===== config.mk =====
export PLATFORM = sky130hd
export DESIGN_NAME = uart_transceiver_flat
export DESIGN_NICKNAME = d
export VERILOG_FILES = /design/src/rtl/uart_transceiver_if.sv /design/src/rtl/uart_transceiver.sv /design/src/flat_wrapper.sv
export SDC_FILE = /design/constraint.sdc
export NUM_CORES = 1
export LEC_CHECK = 0
export ABC_CLOCK_PERIOD_IN_PS = 3300
export CORE_UTILIZATION = 35
export CTS_BUF_LIST = sky130_fd_sc_hd__clkbuf_4
export DETAILED_ROUTE_END_ITERATION = 10
export SKIP_LAST_GASP = 1
export SLEW_MARGIN = 15
export SYNTH_ARGS = -nofsm -noshare
export SYNTH_HDL_FRONTEND = slang
export SYNTH_SLANG_ARGS = --single-unit

===== constraint.sdc =====
create_clock -name i_clock -period 3.3 [get_ports i_clock]
set_input_delay 0.66 -clock i_clock [delete_from_list [all_inputs] [get_ports i_clock]]
set_output_delay 0.66 -clock i_clock [all_outputs]
set_load 0.01 [all_outputs]

===== src/rtl/uart_transceiver_if.sv =====
// Byte-level and serial-pin signals of the UART; slave is the UART, master is the controller/bench side.
// No flow control beyond o_tx_available: requests made while it is low are lost.
interface uart_transceiver_if #(
  parameter int DATA_WIDTH   = 8,
  parameter int PARITY_WIDTH = 1
);
  localparam int PW = (PARITY_WIDTH > 0) ? PARITY_WIDTH : 1;

  logic                  i_rx_data;
  logic                  i_tx_signal;
  logic [DATA_WIDTH-1:0] i_tx_result;
  logic [PW-1:0]         i_parity;
  logic                  o_rx_done;
  logic [DATA_WIDTH-1:0] o_rx_data;
  logic [PW-1:0]         o_parity;
  logic                  o_tx_data;
  logic                  o_tx_done;
  logic                  o_tx_available;

  modport master (
    output i_rx_data, i_tx_signal, i_tx_result, i_parity,
    input  o_rx_done, o_rx_data, o_parity, o_tx_data, o_tx_done, o_tx_available
  );

  modport slave (
    input  i_rx_data, i_tx_signal, i_tx_result, i_parity,
    output o_rx_done, o_rx_data, o_parity, o_tx_data, o_tx_done, o_tx_available
  );
endinterface


===== src/rtl/uart_transceiver.sv =====
// Full-duplex UART, 16x oversampled; a TX frame takes (1+DATA+PARITY+STOP)*16*TICK_DIV clocks.
// TX accepts one request when o_tx_available is high; RX has no backpressure (o_rx_done is a pulse).
module uart_transceiver #(
  parameter int DATA_WIDTH   = 8,
  parameter int STOP_WIDTH   = 1,
  parameter int PARITY_WIDTH = 1,
  parameter int TICK_DIV     = 55
) (
  input  logic              i_clock,
  input  logic              i_reset,
  uart_transceiver_if.slave bus
);
  localparam int PW = (PARITY_WIDTH > 0) ? PARITY_WIDTH : 1;
  localparam int TW = (TICK_DIV > 1) ? $clog2(TICK_DIV) : 1;
  localparam int BW = $clog2(DATA_WIDTH + STOP_WIDTH) + 1;

  typedef enum logic [2:0] {ST_IDLE, ST_START, ST_DATA, ST_PARITY, ST_STOP} state_t;

  logic [TW-1:0] tick_cnt_q, tick_cnt_d;
  logic          tick;

  always_comb begin
    tick       = (tick_cnt_q == TW'(TICK_DIV - 1));
    tick_cnt_d = tick ? '0 : tick_cnt_q + TW'(1);
  end

  always_ff @(posedge i_clock or negedge i_reset) begin
    if (!i_reset) tick_cnt_q <= '0;
    else          tick_cnt_q <= tick_cnt_d;
  end

  state_t                tx_state_q;
  logic [3:0]            tx_tick_q;
  logic [BW-1:0]         tx_bit_q;
  logic [DATA_WIDTH-1:0] tx_shift_q;
  logic [PW-1:0]         tx_parity_q;
  logic                  tx_line_q, tx_done_q, tx_avail_q;
  logic                  tx_bit_end;

  assign tx_bit_end = tick && (tx_tick_q == 4'd15);

  always_ff @(posedge i_clock or negedge i_reset) begin
    if (!i_reset) begin
      tx_state_q  <= ST_IDLE;
      tx_tick_q   <= '0;
      tx_bit_q    <= '0;
      tx_shift_q  <= '0;
      tx_parity_q <= '0;
      tx_line_q   <= 1'b1;
      tx_done_q   <= 1'b0;
      tx_avail_q  <= 1'b1;
    end else begin
      tx_done_q <= 1'b0;
      if (tx_state_q != ST_IDLE && tick) tx_tick_q <= tx_tick_q + 4'd1;
      case (tx_state_q)
        ST_IDLE: if (bus.i_tx_signal) begin
          tx_shift_q  <= bus.i_tx_result;
          tx_parity_q <= {PW{^bus.i_tx_result}};
          tx_line_q   <= 1'b0;
          tx_avail_q  <= 1'b0;
          tx_tick_q   <= '0;
          tx_state_q  <= ST_START;
        end
        ST_START: if (tx_bit_end) begin
          tx_line_q  <= tx_shift_q[0];
          tx_bit_q   <= '0;
          tx_state_q <= ST_DATA;
        end
        ST_DATA: if (tx_bit_end) begin
          if (tx_bit_q == BW'(DATA_WIDTH - 1)) begin
            tx_bit_q <= '0;
            if (PARITY_WIDTH > 0) begin
              tx_line_q  <= tx_parity_q[0];
              tx_state_q <= ST_PARITY;
            end else begin
              tx_line_q  <= 1'b1;
              tx_state_q <= ST_STOP;
            end
          end else begin
            tx_bit_q   <= tx_bit_q + BW'(1);
            tx_shift_q <= tx_shift_q >> 1;
            tx_line_q  <= tx_shift_q[1];
          end
        end
        ST_PARITY: if (tx_bit_end) begin
          tx_line_q  <= 1'b1;
          tx_state_q <= ST_STOP;
        end
        ST_STOP: if (tx_bit_end) begin
          if (tx_bit_q == BW'(STOP_WIDTH - 1)) begin
            tx_done_q  <= 1'b1;
            tx_avail_q <= 1'b1;
            tx_state_q <= ST_IDLE;
          end else begin
            tx_bit_q <= tx_bit_q + BW'(1);
          end
        end
        default: tx_state_q <= ST_IDLE;
      endcase
    end
  end

  logic [1:0]            rx_sync_q;
  state_t                rx_state_q;
  logic [3:0]            rx_tick_q;
  logic [BW-1:0]         rx_bit_q;
  logic [DATA_WIDTH-1:0] rx_shift_q, rx_data_q;
  logic                  rx_par_q, rx_done_q, rx_hold_q;
  logic                  rx_in, rx_bit_end;

  assign rx_in      = rx_sync_q[1];
  assign rx_bit_end = tick && (rx_tick_q == 4'd15);

  always_ff @(posedge i_clock or negedge i_reset) begin
    if (!i_reset) begin
      rx_sync_q  <= 2'b11;
      rx_state_q <= ST_IDLE;
      rx_tick_q  <= '0;
      rx_bit_q   <= '0;
      rx_shift_q <= '0;
      rx_data_q  <= '0;
      rx_par_q   <= 1'b0;
      rx_done_q  <= 1'b0;
      rx_hold_q  <= 1'b0;
    end else begin
      rx_sync_q <= {rx_sync_q[0], bus.i_rx_data};
      rx_done_q <= 1'b0;
      if (rx_state_q != ST_IDLE && tick) rx_tick_q <= rx_tick_q + 4'd1;
      case (rx_state_q)
        ST_IDLE: if (!rx_in) begin
          rx_tick_q  <= '0;
          rx_state_q <= ST_START;
        end
        ST_START: if (tick && rx_tick_q == 4'd7) begin
          if (rx_in) begin
            rx_state_q <= ST_IDLE;
          end else begin
            rx_tick_q  <= '0;
            rx_bit_q   <= '0;
            rx_state_q <= ST_DATA;
          end
        end
        ST_DATA: if (rx_bit_end) begin
          rx_shift_q <= {rx_in, rx_shift_q[DATA_WIDTH-1:1]};
          if (rx_bit_q == BW'(DATA_WIDTH - 1)) begin
            rx_state_q <= (PARITY_WIDTH > 0) ? ST_PARITY : ST_STOP;
          end else begin
            rx_bit_q <= rx_bit_q + BW'(1);
          end
        end
        ST_PARITY: if (rx_bit_end) begin
          rx_par_q   <= rx_in;
          rx_state_q <= ST_STOP;
        end
        ST_STOP: if (rx_hold_q) begin
          // Framing error: stay out of IDLE until the line returns high.
          if (rx_in) begin
            rx_hold_q  <= 1'b0;
            rx_state_q <= ST_IDLE;
          end
        end else if (rx_bit_end) begin
          if (!rx_in) begin
            rx_hold_q <= 1'b1;
          end else begin
            if (PARITY_WIDTH == 0 || rx_par_q == ^rx_shift_q) begin
              rx_data_q <= rx_shift_q;
              rx_done_q <= 1'b1;
            end
            rx_state_q <= ST_IDLE;
          end
        end
        default: rx_state_q <= ST_IDLE;
      endcase
    end
  end

  logic unused_parity_in;
  assign unused_parity_in = ^bus.i_parity;

  assign bus.o_tx_data      = tx_line_q;
  assign bus.o_tx_done      = tx_done_q;
  assign bus.o_tx_available = tx_avail_q;
  assign bus.o_parity       = tx_parity_q;
  assign bus.o_rx_done      = rx_done_q;
  assign bus.o_rx_data      = rx_data_q;
endmodule


===== src/flat_wrapper.sv =====
// flat-port wrapper written by rule: the top's interface ports become plain ports
module uart_transceiver_flat 
#(
  parameter int DATA_WIDTH   = 8,
  parameter int STOP_WIDTH   = 1,
  parameter int PARITY_WIDTH = 1,
  parameter int TICK_DIV     = 55
)
  (i_clock, i_reset, bus_i_rx_data, bus_i_tx_signal, bus_i_tx_result, bus_i_parity, bus_o_rx_done, bus_o_rx_data, bus_o_parity, bus_o_tx_data, bus_o_tx_done, bus_o_tx_available);
  uart_transceiver_if #(.DATA_WIDTH(DATA_WIDTH), .PARITY_WIDTH(PARITY_WIDTH)) bus_i ();
  input  logic i_clock;
  input  logic i_reset;
  input wire logic [$bits(bus_i.i_rx_data)-1:0] bus_i_rx_data;
  input wire logic [$bits(bus_i.i_tx_signal)-1:0] bus_i_tx_signal;
  input wire logic [$bits(bus_i.i_tx_result)-1:0] bus_i_tx_result;
  input wire logic [$bits(bus_i.i_parity)-1:0] bus_i_parity;
  output wire logic [$bits(bus_i.o_rx_done)-1:0] bus_o_rx_done;
  output wire logic [$bits(bus_i.o_rx_data)-1:0] bus_o_rx_data;
  output wire logic [$bits(bus_i.o_parity)-1:0] bus_o_parity;
  output wire logic [$bits(bus_i.o_tx_data)-1:0] bus_o_tx_data;
  output wire logic [$bits(bus_i.o_tx_done)-1:0] bus_o_tx_done;
  output wire logic [$bits(bus_i.o_tx_available)-1:0] bus_o_tx_available;
  assign bus_i.i_rx_data = bus_i_rx_data;
  assign bus_i.i_tx_signal = bus_i_tx_signal;
  assign bus_i.i_tx_result = bus_i_tx_result;
  assign bus_i.i_parity = bus_i_parity;
  assign bus_o_rx_done = bus_i.o_rx_done;
  assign bus_o_rx_data = bus_i.o_rx_data;
  assign bus_o_parity = bus_i.o_parity;
  assign bus_o_tx_data = bus_i.o_tx_data;
  assign bus_o_tx_done = bus_i.o_tx_done;
  assign bus_o_tx_available = bus_i.o_tx_available;
  uart_transceiver #(.DATA_WIDTH(DATA_WIDTH), .STOP_WIDTH(STOP_WIDTH), .PARITY_WIDTH(PARITY_WIDTH), .TICK_DIV(TICK_DIV)) u_core (.i_clock(i_clock), .i_reset(i_reset), .bus(bus_i));
endmodule

==> reports/metrics.yaml, run 1 <==
rr_endpoint: "u_core.tx_shift_q[3]$_DFFE_PN0P_"
slew_violations: 0
finalSetupTns_ns: 0
dr.pass1.iters: 4
drc: 0
synth.avg_cell_area_um2: 11.1
cts.sinks: 63
criticalPathCategory: "flip-flop to flip-flop"
ys_top_cells_by_area: "dfrtp_1, mux2_2, xnor2_1, mux2_4, dfstp_2"
start_util_pct: 36.0
synth_flop_cell: "dfrtp_1"
row_count: 35
grt-ovfl-total: 0
gr-usage-all-layers_pct: 13.4
hpwl_um: 4090
ioPinCount: 26
clock_latency_ns: 0.41
cts_max_level: 3
fmax_mhz: 394
grt_max_degree: 28
worstMarginPinSlew_ns: 0.630
finalHoldViolCount: 0
critical_path.slowest_cell: "or3_1"
ctsHoldBuffers: 0
layout-drive-gt1-share_pct: 20.5
ir_drop_mv: 0.304
synth_top_area_cell: "dfrtp_1"
p_per_area_nw_per_um2: 401
via_per_inst: 5.13
finalSetupViolations: 0
worstPathCellList: "inv_1 > ha_1 > nand4_4 > nor3_4 > a31oi_1 > or3_1 > mux2_4"
final_nets: 346
yosysMostFrequentCell: "dfrtp_1"
skew_ns: 0.0186
num_antenna_cells: 0
synth_top_area_share_pct: 44.6
postCtsSetupBuffers: 0
required_ns: 3.60
syn_inst: 298
power.leakage_nw: 1.68
reg2reg_from: "u_core.tick_cnt_q[0]$_DFF_PN0_"
ys_seq_elements: 63
worstPathMaxFanout: 10
cts_buffers: 9
synth_cell_types: 56
syn-num-nets: 318
fin_crit_sh_pct: 76.9
synth_edf_count: 0
design.core.area_um2: 9200
area_delta_synth_final_pct: 15.6
dp_slack_ns: 0.748
yosysSeqAreaShare_pct: 47.8
synth_commonest_cells: "dfrtp_1, mux2_2, o21ai_0"
crit_arrival_ns: 2.84
hold_path.class: "input pin to async pin"
netlist_area_um2: 3310
grt_pass1_vias: 2249
antenna_found_initial: 0
die_height_um: 99.2
numPortBuffers: 24
die_w_um: 99.2
cts-resized-gates: 0
fp.dieArea_um2: 9850
cap_violations: 0
vias: 2266
antenna_left: 0
drt_iter0_drc: 84
clk_path_buf_depth: 2
min_period_ns: 2.54
cts_root_buffer: "clkbuf_4"
postLayoutSetupSlackWorst_ns: 0.763
slew_headroom_pct: 57.7
endpoint_kind: "flip-flop"
clk_pin_slew_ns: 0.12
start_kind: "flip-flop"
cp_slowest_stage_delay_ns: 0.55
rsz0062_at_grt: "false"
grt_pass1_wl_um: 10300
drt_wl_total_um: 5840
yosys_warnings: 0
drt-wirelength-per-cell_um: 13.2
cts_tree: "done"
rr_worst_depth: 7
ys_async_sr_fraction_pct: 100
r2r_slack_ns: 0.76
place.gp.congestion: 0.735
status: "finished, final reports clean"
[critical path: cells and delay by family, from the launching register on]
| kind | cells | cell delay, ns |
|---|---|---|
| muxes | 1 | 0.37 |
| AOI/OAI and AO/OA | 1 | 0.13 |
| DFF | 1 | 0.45 |
| adders and majority gates | 1 | 0.24 |
| and+or+nand+nor | 3 | 1.15 |
| buffers and inverters | 1 | 0.08 |
[logic make-up (layout without fill, tap and decap cells)]
group	after synthesis	count (layout)	share of synthesized area, %
flip-flops	63	63	47.8
buffers and inverters	22	55	2.91
adder cells (fa/ha/maj)	7	7	2.65
multiplexers	38	38	13.7
AO/OA/AOI/OAI	52	52	10.1
XOR/XNOR	26	26	7.30
AND/OR/NAND/NOR	90	90	15.5
[final cells by class]
cell class / instances / area (um2)
multi-input cells: 213 / 1630
clock inverters: 7 / 103
fillers: 903 / 5370
repair buffers: 27 / 258
flip-flops and latches: 63 / 1580
inverters: 12 / 45.0
clock buffers: 9 / 67.6
well taps: 111 / 139
[power breakdown]
| part | internal (mW) | total [mW] | switching (mW) | leakage (nW) |
|---|---|---|---|---|
| logic | 0.0559 | 0.0953 | 0.0394 | 0.771 |
| clock network | 0.316 | 0.629 | 0.313 | 0.0875 |
| registers | 0.795 | 0.810 | 0.0151 | 0.822 |
| total | 1.17 | 1.53 | 0.367 | 1.68 |
[flip-flops by register name, indices dropped and copies added (netlist names), 2 cells and up]
name,flops
u_core.bus.o_rx_data,8
u_core.rx_bit_q,5
u_core.rx_shift_q,8
u_core.rx_state_q,3
u_core.rx_sync_q,2
u_core.rx_tick_q,4
u_core.tick_cnt_q,6
u_core.tx_bit_q,5
u_core.tx_shift_q,8
u_core.tx_state_q,3
u_core.tx_tick_q,4
[through the flow]
| step | total power [mW] | hold WS, ns | cell area, um2 | std cells | util, % |
|---|---|---|---|---|---|
| floorplan | 0.870 | 0.345 | 3310 | 298 | - |
| global placement | 0.922 | 0.347 | 3650 | 426 | 39.7 |
| detailed placement | 0.923 | 0.355 | 3650 | 426 | 39.7 |
| CTS | 1.57 | 0.244 | 3820 | 442 | 41.6 |
| global route | 1.61 | 0.274 | 3820 | 442 | 41.6 |
| finish | 1.53 | 0.246 | 3820 | 442 | 41.6 |
[metal layers]
metal | up-vias | wire, um | global-route usage (%)
met4 | 0 | 103 | 8.14
met3 | 8 | 117 | 2.53
met1 | 1105 | 2950 | 17.2
li1 | 1120 | - | -
met2 | 33 | 2670 | 20.9
met5 | - | 0 | 0
[worst max path at each step]
| stage | startpoint | end | slack, ns | cells after the start |
|---|---|---|---|---|
| 4_1_cts | u_core.tick_cnt_q[0]$_DFF_PN0_ | u_core.tx_shift_q[4]$_DFFE_PN0P_ | 0.73 | 7 |
| 6_report | u_core.tick_cnt_q[0]$_DFF_PN0_ | u_core.tx_shift_q[3]$_DFFE_PN0P_ | 0.76 | 7 |
| 3_5_place_dp | u_core.tick_cnt_q[0]$_DFF_PN0_ | u_core.tx_shift_q[2]$_DFFE_PN0P_ | 0.75 | 7 |
| 3_3_place_gp | bus_i_tx_signal | u_core.tx_shift_q[1]$_DFFE_PN0P_ | 0.77 | 5 |
| 5_1_grt | u_core.tick_cnt_q[0]$_DFF_PN0_ | u_core.tx_shift_q[0]$_DFFE_PN0P_ | 0.61 | 7 |
| 2_1_floorplan | u_core.tick_cnt_q[0]$_DFF_PN0_ | u_core.rx_state_q[0]$_DFFE_PN0P_ | 1.13 | 7 |
[placed cells by master, fill, tap and decap left out, drive strengths merged, types with 8 or more instances in the layout]
master,n
inv,15
dfrtp,59
nand3,8
xnor2,15
clkbuf,9
o21ai,21
mux2,35
clkdlybuf4s50,23
nor2,21
nand2,17
xor2,10
No activity file was read; power rests on OpenSTA's default activity.
==> inputs of run 2 (changes only) <==
Settings changed: ABC_CLOCK_PERIOD_IN_PS 3300 to 2120.
Clock period 3.3 ns to 2.12 ns, I/O delays scaled along.
==> run 2 against run 1 <==
Sequential power increased by 56%; total power increased by 57%; critical endpoint is now u_core.tx_shift_q[7]$_DFFE_PN0P_; final cell count increased by 5.4%; design area increased by 5.4%; non-clock buffer count increased by 24; first-iteration DRC count increased by 13%; count of clock-buffer cells in the layout unchanged; combinational power increased by 63%.
==> reports/metrics.yaml, run 2 (synthesized netlist as in run 1, its figures left out) <==
fill_cells: 884
dpl_cell_area_um2: 3820
place.gp.congestion: 0.754
antenna_found_initial: 0
die_w_um: 99.2
rr_worst_depth: 8
slew_headroom_pct: 70.3
clock_latency_ns: 0.42
min_period_ns: 1.99
numPortBuffers: 24
ioPinCount: 26
finalHoldViolCount: 0
antenna_left: 0
layout_common_cells: "dfrtp_1, mux2_2, buf_4"
drc: 0
hold_start: "u_core.rx_sync_q[0]$_DFF_PN1_"
start_util_pct: 36.0
rr_endpoint: "u_core.tx_shift_q[7]$_DFFE_PN0P_"
num_antenna_cells: 0
hpwl_um: 4130
skew_ns: 0.0220
cts_max_level: 3
cts.sinks: 63
row_count: 35
r2r_slack_ns: 0.13
grtUsageMet2_pct: 20.7
endpoint_kind: "flip-flop"
worstPathMaxFanout: 8
vias: 2354
grt-ovfl-total: 0
reg2reg_from: "u_core.tick_cnt_q[0]$_DFF_PN0_"
drt_wl_total_um: 5810
layout_commonest_cell: "dfrtp_1"
layout-drive-gt1-share_pct: 25.9
postLayoutSetupSlackWorst_ns: 0.128
grt_pass1_wl_um: 10300
cts_tree: "done"
via_per_inst: 5.05
grtUsageMet3_pct: 4.29
drt-wirelength-per-cell_um: 12.5
cap_violations: 0
hold_path.class: "flip-flop to flip-flop"
design.core.area_um2: 9200
whs_path_depth: 0
clk_pin_slew_ns: 0.11
finalSetupTns_ns: 0
slew_violations: 0
cts_buffers: 9
worstMarginPinSlew_ns: 0.440
criticalPathCategory: "flip-flop to flip-flop"
dp_slack_ns: 0.0585
cts_root_buffer: "clkbuf_4"
p_per_area_nw_per_um2: 596
required_ns: 2.42
fin_crit_sh_pct: 94.0
status: "finished, final reports clean"
min_to: "u_core.rx_sync_q[1]$_DFF_PN1_"
ir_drop_mv: 0.368
fmax_mhz: 502
die_height_um: 99.2
crit_arrival_ns: 2.29
fin_hold_ws_ns: 0.367
gr-usage-all-layers_pct: 13.1
area_delta_synth_final_pct: 21.9
grt_max_degree: 36
finalSetupViolations: 0
drt_iter0_drc: 95
fp.dieArea_um2: 9850
grt_pass1_vias: 2245
dr.pass1.iters: 4
final_area_um2: 4030
final_nets: 370
rsz0062_at_grt: "true"
clk_path_buf_depth: 2
gr-usage-met1_pct: 17.0
top_usage_layer: "met2"
start_kind: "flip-flop"
power.leakage_nw: 1.80
run 2: worst max path at each step:
stage / end / cells past startpoint / start
after floorplan: u_core.tx_shift_q[0]$_DFFE_PN0P_ / 8 / u_core.tick_cnt_q[0]$_DFF_PN0_
after global placement: u_core.tx_shift_q[5]$_DFFE_PN0P_ / 6 / bus_i_tx_signal
after detailed placement: u_core.tx_shift_q[7]$_DFFE_PN0P_ / 6 / bus_i_tx_signal
after CTS: u_core.tx_shift_q[7]$_DFFE_PN0P_ / 8 / u_core.tick_cnt_q[0]$_DFF_PN0_
after global routing: u_core.tx_shift_q[7]$_DFFE_PN0P_ / 7 / u_core.tx_bit_q[0]$_DFFE_PN0P_
final: u_core.tx_shift_q[7]$_DFFE_PN0P_ / 8 / u_core.tick_cnt_q[0]$_DFF_PN0_
run 2: layer usage:
metal  wire, um  vias to the layer above
li1           -                     1170
met1       2890                     1140
met2       2650                       38
met3        204                        6
met4         66                        0
met5          0                        -
run 2: stage by stage:
step | utilization [%] | power, mW | std cells
2_1_floorplan | - | 1.35 | 298
3_3_place_gp | 41.6 | 1.44 | 446
3_5_place_dp | 41.6 | 1.44 | 446
4_1_cts | 43.5 | 2.46 | 463
5_1_grt | 43.9 | 2.52 | 466
6_report | 43.9 | 2.40 | 466
run 2: area by class of cell:
type	count	area [um2]	share of cell area, %
repair buffers	51	453	11.2
inverters	12	45.0	1.12
multi-input cells	213	1640	40.8
clock inverters	7	103	2.54
well taps	111	139	3.44
clock buffers	9	67.6	1.68
flip-flops and latches	63	1580	39.2
run 2: critical path, cell delays in order, from the launching register on:
cell and delay [ns]:
dfrtp_1 0.39, inv_1 0.06, ha_2 0.21, nand4_4 0.14
nor3_4 0.17, a31oi_1 0.09, or3_1 0.31, buf_4 0.19
mux2_4 0.31
run 2: report_power, final:
part / total [mW] / switching [mW] / internal, mW
sequential: 1.26 / 0.0223 / 1.24
combinational: 0.155 / 0.0631 / 0.0920
clock: 0.988 / 0.497 / 0.492
run 2: what timing repair did:
item / 4_1_cts / 5_1_grt
hold buffers: 1 / 0
endpoints found under the hold margin: 10 / 0
setup endpoints to repair: 0 / 14
buffers inserted: 0 / 3
gates resized for setup: 0 / 1
==> inputs of run 3 (changes only) <==
Settings changed: CAP_MARGIN set to 20, CTS_BUF_LIST sky130_fd_sc_hd__clkbuf_4 to unset, MAX_ROUTING_LAYER set to met4.
==> run 3 against run 2 <==
Design area up 1.6%; register-to-register slack about the same; largest cell class unchanged; setup slack worse by 0.0033 ns; highest routed layer unchanged.
==> reports/metrics.yaml, run 3 (synthesized netlist as in run 1, its figures left out) <==
status: "finished, final reports clean"
clk_pin_slew_ns: 0.08
finalSetupViolations: 0
crit_arrival_ns: 2.23
layout_commonest_cell: "dfrtp_1"
grtUsageMet3_pct: 3.16
slew_headroom_pct: 68.7
final_nets: 370
grtUsageMet2_pct: 21.4
slew_violations: 0
net-switching-power_mw: 0.619
cap_violations: 0
pwr-share-seq_pct: 48.0
comb_power_share_pct: 5.9
dr.pass1.iters: 5
fp.dieArea_um2: 9850
finalSetupTns_ns: 0
required_ns: 2.35
antenna_left: 0
cts_max_level: 3
p_sw_share_pct: 23.6
drc: 0
cts_root_buffer: "clkbuf_8"
hold_path.class: "flip-flop to flip-flop"
cts.sinks: 63
die_height_um: 99.2
area_delta_synth_final_pct: 23.7
grt_max_degree: 36
ir_drop_mv: 0.294
final_area_um2: 4100
p_total_mw: 2.63
place.gp.congestion: 0.764
grt_pass1_wl_um: 10400
clk_path_buf_depth: 2
row_count: 35
clock_latency_ns: 0.35
layout-drive-gt1-share_pct: 26.2
p_per_area_nw_per_um2: 641
fill_cells: 874
ioPinCount: 26
worstPathMaxFanout: 6
grt-ovfl-total: 0
layout_common_cells: "dfrtp_1, mux2_2, buf_4"
gr-usage-all-layers_pct: 13.6
fin_crit_sh_pct: 94.1
cts_tree: "done"
endpoint_kind: "flip-flop"
intPower_mw: 2.01
finalHoldViolCount: 0
vias: 2373
start_kind: "flip-flop"
drt-wirelength-per-cell_um: 12.8
dp_slack_ns: 0.0585
drt_wl_total_um: 5950
cts_buffers: 9
grt_pass1_vias: 2245
skew_ns: 0.0110
start_util_pct: 36.0
via_per_inst: 5.09
top_usage_layer: "met2"
clock_power_share_pct: 46.0
hpwl_um: 4130
dpl_cell_area_um2: 3820
power.leakage_nw: 1.83
postLayoutSetupSlackWorst_ns: 0.124
min_period_ns: 2.00
num_antenna_cells: 0
design.core.area_um2: 9200
fmax_mhz: 501
antenna_found_initial: 0
gr-usage-met1_pct: 17.0
die_w_um: 99.2
criticalPathCategory: "flip-flop to flip-flop"
worstMarginPinSlew_ns: 0.463
rsz0062_at_grt: "true"
numPortBuffers: 24
drt_iter0_drc: 109
## run 3: cell counts in the layout (fill, tap and decap cells not counted)
No cell type changed its count.
## run 3: worst paths after layout
kind                                                start                             endpoint  slack [ns]  depth (start not counted)
hold reg to reg             u_core.rx_sync_q[0]$_DFF_PN1_        u_core.rx_sync_q[1]$_DFF_PN1_        0.36                          0
min in group asynchronous                         i_reset  u_core.bus.o_rx_data[6]$_DFFE_PN0P_        0.50                          2
setup reg to reg           u_core.tick_cnt_q[0]$_DFF_PN0_     u_core.rx_state_q[0]$_DFFE_PN0P_        0.12                          6
hold / removal              u_core.rx_sync_q[0]$_DFF_PN1_        u_core.rx_sync_q[1]$_DFF_PN1_        0.36                          0
setup / recovery           u_core.tick_cnt_q[0]$_DFF_PN0_     u_core.rx_state_q[0]$_DFFE_PN0P_        0.12                          6
max in group asynchronous                         i_reset        u_core.rx_sync_q[0]$_DFF_PN1_        1.00                          3
## run 3: cell type report
type	count	area [um2]	share of cell area, %
timing repair buffer	51	453	11.1
clock inverter	7	103	2.51
sequential	63	1580	38.6
clock buffer	9	124	3.02
tap	111	139	3.39
inverter	12	45.0	1.10
multi-input combinational	213	1650	40.3
## run 3: power by group through the flow
stage,registers (mW),clock network (mW),logic (mW)
final,1.26,1.21,0.156
after global routing,1.26,1.29,0.172
after detailed placement,1.28,0,0.158
after global placement,1.28,0,0.155
after CTS,1.26,1.25,0.160
after floorplan,1.28,0,0.0739
## run 3: what timing repair did
action	in CTS	in global routing
hold endpoints to repair	10	0
setup buffers	0	3
setup endpoints to repair	0	19
hold buffers	1	0
gates resized for setup	0	2
## run 3: per-layer routing
metal / up-vias / wire (um)
met5: - / 0
met4: 0 / 94
met3: 12 / 183
met2: 37 / 2760
met1: 1154 / 2910
li1: 1170 / -
## run 3: worst max-delay path: stages (launching register included)
cell and delay [ns]:
dfrtp_1 0.38, inv_1 0.06, ha_2 0.21, nand4_4 0.14, or3_4 0.45, a211oi_2 0.28, mux2_2 0.36
## run 3: per-stage QoR
step	utilization (%)	std cells	hold slack (ns)
global placement	41.6	446	0.330
floorplan	-	298	0.128
CTS	44.1	463	0.363
finish	44.5	466	0.361
global route	44.5	466	0.369
detailed placement	41.6	446	0.331
